--- src/rtl/axis_split_pkg.sv ---
// Shared types for the tuser-driven AXIS splitter.
// Buffer state enum, beat layout and index-width helper.
package axis_split_pkg;

  typedef enum logic [1:0] {
    EMPTY = 2'd0,
    ONE   = 2'd1,
    FULL  = 2'd2
  } buf_state_e;

  localparam int BEAT_DATA_W = 32;
  localparam int BEAT_USER_W = 2;

  typedef struct packed {
    logic [BEAT_DATA_W-1:0] data;
    logic [BEAT_USER_W-1:0] user;
  } beat_t;

  function automatic int idx_width(input int n);
    return (n < 2) ? 1 : $clog2(n);
  endfunction

endpackage

--- src/rtl/axis_split_tuser_skid.sv ---
// Generic 2-entry skid buffer: main register drives the output,
// skid register absorbs one beat so in_ready stays registered.
module axis_skid_buf
  import axis_split_pkg::*;
#(
  parameter int WIDTH = 8
) (
  input  logic             clk_i,
  input  logic             rstn_i,
  input  logic             in_valid,
  output logic             in_ready,
  input  logic [WIDTH-1:0] in_data,
  output logic             out_valid,
  input  logic             out_ready,
  output logic [WIDTH-1:0] out_data
);

  buf_state_e       state_q, state_d;
  logic [WIDTH-1:0] main_q, skid_q;
  logic             ready_q;
  logic             accept, pop;
  logic             ld_main_in, ld_main_skid, ld_skid;

  assign accept    = in_valid & ready_q;
  assign pop       = (state_q != EMPTY) & out_ready;
  assign in_ready  = ready_q;
  assign out_valid = (state_q != EMPTY);
  assign out_data  = main_q;

  // Next-state and register-load selection.
  always_comb begin
    state_d      = state_q;
    ld_main_in   = 1'b0;
    ld_main_skid = 1'b0;
    ld_skid      = 1'b0;
    case (state_q)
      EMPTY: begin
        if (accept) begin
          ld_main_in = 1'b1;
          state_d    = ONE;
        end
      end
      ONE: begin
        if (accept && pop) begin
          ld_main_in = 1'b1;
        end else if (accept) begin
          ld_skid = 1'b1;
          state_d = FULL;
        end else if (pop) begin
          state_d = EMPTY;
        end
      end
      FULL: begin
        if (pop) begin
          ld_main_skid = 1'b1;
          state_d      = ONE;
        end
      end
      default: state_d = EMPTY;
    endcase
  end

  // State, entries and registered ready.
  always_ff @(posedge clk_i) begin
    if (!rstn_i) begin
      state_q <= EMPTY;
      main_q  <= '0;
      skid_q  <= '0;
      ready_q <= 1'b0;
    end else begin
      state_q <= state_d;
      ready_q <= (state_d != FULL);
      if (ld_main_in) begin
        main_q <= in_data;
      end else if (ld_main_skid) begin
        main_q <= skid_q;
      end
      if (ld_skid) begin
        skid_q <= in_data;
      end
    end
  end

endmodule

--- src/rtl/axis_split_tuser.sv ---
// Routes a merged AXIS stream to MASTER_NUM outputs by tuser.
// Optional per-output beat counters: AXIS_SPLIT_BEAT_CNT_EN.
module axis_split_tuser
  import axis_split_pkg::*;
#(
  parameter int MASTER_NUM = 4,
  parameter int DATA_WIDTH = 32,
  parameter int USER_WIDTH = idx_width(MASTER_NUM),
  parameter int CNT_WIDTH  = 16
) (
  input  logic                            clk_i,
  input  logic                            rstn_i,
  input  logic                            s_tvalid_i,
  output logic                            s_tready_o,
  input  logic [DATA_WIDTH-1:0]           s_tdata_i,
  input  logic [USER_WIDTH-1:0]           s_tuser_i,
  output logic [MASTER_NUM-1:0]           m_tvalid_o,
  input  logic [MASTER_NUM-1:0]           m_tready_i,
  output logic [DATA_WIDTH-1:0]           m_tdata_o,
  output logic [USER_WIDTH-1:0]           m_tuser_o,
  output logic                            drop_err_o,
  output logic [CNT_WIDTH-1:0]            drop_cnt_o,
  output logic [MASTER_NUM*CNT_WIDTH-1:0] beat_cnt_o
);

  localparam int PW = DATA_WIDTH + USER_WIDTH;

  logic [PW-1:0]         head;
  logic                  head_valid, head_ready;
  logic [USER_WIDTH-1:0] sel;
  logic                  oor, sel_ready, drop;
  logic [CNT_WIDTH-1:0]  drop_cnt_q;
  logic                  drop_err_q;

  axis_skid_buf #(
    .WIDTH(PW)
  ) u_skid (
    .clk_i    (clk_i),
    .rstn_i   (rstn_i),
    .in_valid (s_tvalid_i),
    .in_ready (s_tready_o),
    .in_data  ({s_tdata_i, s_tuser_i}),
    .out_valid(head_valid),
    .out_ready(head_ready),
    .out_data (head)
  );

  assign sel       = head[USER_WIDTH-1:0];
  assign m_tuser_o = sel;
  assign m_tdata_o = head[PW-1:USER_WIDTH];
  assign oor       = (32'(sel) >= 32'(MASTER_NUM));

  // Demux valid to the selected output and pick its ready.
  always_comb begin
    m_tvalid_o = '0;
    sel_ready  = 1'b0;
    for (int i = 0; i < MASTER_NUM; i++) begin
      if (sel == USER_WIDTH'(i)) begin
        m_tvalid_o[i] = head_valid & ~oor;
        sel_ready     = m_tready_i[i];
      end
    end
  end

  assign head_ready = oor | sel_ready;
  assign drop       = head_valid & oor;

  // Sticky drop flag and saturating drop counter.
  always_ff @(posedge clk_i) begin
    if (!rstn_i) begin
      drop_err_q <= 1'b0;
      drop_cnt_q <= '0;
    end else if (drop) begin
      drop_err_q <= 1'b1;
      if (drop_cnt_q != '1) begin
        drop_cnt_q <= drop_cnt_q + 1'b1;
      end
    end
  end

  assign drop_err_o = drop_err_q;
  assign drop_cnt_o = drop_cnt_q;

`ifdef AXIS_SPLIT_BEAT_CNT_EN
  for (genvar g = 0; g < MASTER_NUM; g++) begin : g_beat
    logic [CNT_WIDTH-1:0] cnt_q;
    // Wrapping count of beats delivered on output g.
    always_ff @(posedge clk_i) begin
      if (!rstn_i) begin
        cnt_q <= '0;
      end else if (m_tvalid_o[g] & m_tready_i[g]) begin
        cnt_q <= cnt_q + 1'b1;
      end
    end
    assign beat_cnt_o[g*CNT_WIDTH +: CNT_WIDTH] = cnt_q;
  end
`else
  assign beat_cnt_o = '0;
`endif

endmodule

--- config.mk ---
export PLATFORM = sky130hd
export DESIGN_NAME = axis_split_tuser
export DESIGN_NICKNAME = d
export VERILOG_FILES = /design/src/rtl/axis_split_pkg.sv /design/src/rtl/axis_split_tuser_skid.sv /design/src/rtl/axis_split_tuser.sv
export SDC_FILE = /design/constraint.sdc
export NUM_CORES = 1
export LEC_CHECK = 0
export ABC_CLOCK_PERIOD_IN_PS = 2050
export CELL_PAD_IN_SITES_DETAIL_PLACEMENT = 1
export CELL_PAD_IN_SITES_GLOBAL_PLACEMENT = 2
export CORE_MARGIN = 4
export CORE_UTILIZATION = 21
export CTS_BUF_LIST = sky130_fd_sc_hd__clkbuf_16
export CTS_CLUSTER_SIZE = 20
export DETAILED_ROUTE_END_ITERATION = 10
export PLACE_DENSITY_LB_ADDON = 0.3
export SETUP_SLACK_MARGIN = 0.1
export SLEW_MARGIN = 25
export SYNTH_ARGS = -nofsm -noshare
export SYNTH_HDL_FRONTEND = slang
export SYNTH_SLANG_ARGS = --single-unit
--- constraint.sdc ---
create_clock -name clk_i -period 2.05 [get_ports clk_i]
set_clock_uncertainty 0.2 [all_clocks]
set_input_delay 0.205 -clock clk_i [delete_from_list [all_inputs] [get_ports clk_i]]
set_output_delay 0.205 -clock clk_i [all_outputs]
set_load 0.01 [all_outputs]
==> run summary <==
total wire length: 10300 um
GP Congestion: 0.730
die height: 139 um
Final Hold Fails: 0
#FFs+latches synth: 71
Slew Limit Fails: 0
final instance count without filler cells: 697
routed via count: 2901
WHS: 0.248 ns
vias in the first global route: 2881
core area: 0.0166 sq mm
total clock sinks: 71
largest net degree at the start of global routing: 108
ANT nets after route: 0
critical path startpoint category: flop
per-cell routed wire length: 14.8 um
ratio of cells with drive above 1 in the final layout: 0.168
worst slack at placement: -0.246 ns
worst vdd ir: 0.000287 V
RSZ-0062 raised after global routing: true
row count: 47
EDFF count, synth: 0
CTS tree: done
Tcrit/Tclk final: 0.953
status: finished clean
antenna diode count: 0
Pleak: 2.08 nW
clock insertion delay at the later pin of the skew report: 0.33 ns
synthesized area per cell: 9.21 sq um
DR vias/cell: 4.16
H-tree depth: 3
setup TNS: 0 ns
top sig layer: met4
Worst Max-Slew Pin Slew: 0.515 ns
drt drc: 0
TritonCTS Buffers: 9
Final Setup Violations: 0
final core occ: 0.300
Worst EP required: 2.13 ns
most frequent cells in the layout: conb_1 (81), clkdlybuf4s50_1 (74), dfxtp_1 (68), nand3_1 (63), nand2_1 (37)
CP endpoint kind: flop
initial drt markers: 163
Synth cell types: 38
initial antenna violation count: 0
cell count after placement: 674
synth warn: 0
final-stage net count: 513
critical path arrival: 2.03 ns
Syn Inst Count: 390
max cap viols: 0
Pre-antenna DRT Iters: 4
sequential share of the synthesized area: 0.396
Main synth FF type: dfxtp_1
Worst Path Max Fanout: 7
Ports: 161
Met1 Wirelength: 4380 um
fmax: 0.512 GHz
die width: 139 um
clock-pin slew on the worst setup and hold paths: 0.06 ns
hpwl dp: 6950 um
Syn-to-layout area delta: 38.9%
final worst setup slack: 0.0967 ns
total congestion overflow: 0
PD cells: 787 mW/mm^2
die area: 0.0193 sq mm
first-pass GRT wire length: 15700 um
Met3 Wirelength: 689 um
Min-Delay Path Class: in2reg
Clock Path Buffers: 2
GR Util All Layers: 0.101
Root Driver: clkbuf_16
crit path time final: 1.95 ns
Synth async-reset ratio: 0
commonest non-fill, non-tap cell in the layout: conb_1
Mapped Area: 0.00359 sq mm
wire length on met2: 4990 um
relative slew slack: 0.657
Crit Path Category: reg2reg
port buffer count: 79
initial core utilization: 0.216
==> final cells by class <==
cell class                      count  area, sq um
Clock inverter                      7         87.6
Inverter                            2         7.51
Tap cell                          220          275
Multi-Input combinational cell    286         1860
Sequential cell                    71         1430
Clock buffer                        9          225
Fill cell                        1919        11700
Timing Repair Buffer              102         1110
==> sequential cells by signal, summed over array words and instances, names as in the netlist <==
name and cells:
u_skid.out_data 34, u_skid.skid_q 34, u_skid.in_ready 1, u_skid.state_q 2
==> synth_stat cells, types with 3 or more instances <==
library cell   n  area [sq um]
buf_4         82           616
dfxtp_1       71          1420
nand3_1       67           335
nand2_1       37           139
o21a_1        32           240
o221a_2       23           259
clkbuf_1      14          52.6
o221a_1        9           101
buf_6          7          78.8
buf_2          5          25.0
nand3_2        4          40.0
buf_1          3          11.3
nor2_1         3          11.3
nor3b_1        3          22.5
==> report_power, final <==
group / total (mW) / switching [mW] / internal (mW)
logic: 0.752 / 0.357 / 0.395
registers: 1.53 / 0.0549 / 1.47
clock network: 1.65 / 0.590 / 1.06
==> cells by family (layout without fill, tap and decap cells) <==
logic type             count (synthesis)  after routing  synth area share
AOI/OAI and AO/OA                     74             74             0.190
other                                  1             81           0.00104
DFF                                   71             71             0.396
and+or+nand+nor                      127            127             0.178
buffers and inverters                113            120             0.220
muxes                                  4              4            0.0153
==> per-layer routing <==
| layer | vias up | GRT usage |
|---|---|---|
| li1 | 1403 | - |
| met2 | 104 | 0.171 |
| met3 | 13 | 0.0317 |
| met4 | 0 | 0.0417 |
| met1 | 1381 | 0.119 |
| met5 | - | 0 |
==> critical path, stage by stage (launching register included) <==
cell	delay [ns]
dfxtp_2	0.34
mux4_2	0.58
o21ai_4	0.18
buf_12	0.16
clkbuf_16	0.16
o221a_2	0.19
o21a_1	0.11
==> final timing paths <==
kind / start / depth (start not counted) / slack (ns) / end
setup / recovery: u_skid.out_data[0] / 6 / 0.1 / u_skid.out_data[4]
hold / removal: rstn_i / 4 / 0.25 / u_skid.skid_q[22]
setup reg to reg: u_skid.out_data[0] / 6 / 0.1 / u_skid.out_data[4]
hold reg to reg: u_skid.skid_q[23] / 2 / 0.25 / u_skid.skid_q[23]
==> repair_timing <==
action,in CTS,in global routing
setup buffers,0,3
hold buffers,0,0
endpoints found under the setup margin,36,50
resized for setup,11,4
cloned,0,4
==> per-stage QoR <==
stage          power (mW)  cell area, sq um
2_1_floorplan        2.04              4070
3_3_place_gp         2.26              4520
3_5_place_dp         2.27              4520
4_1_cts              3.95              4850
5_1_grt              4.12              4990
6_report             3.92              4990
Note: power is estimated with default switching activity, not from simulation.
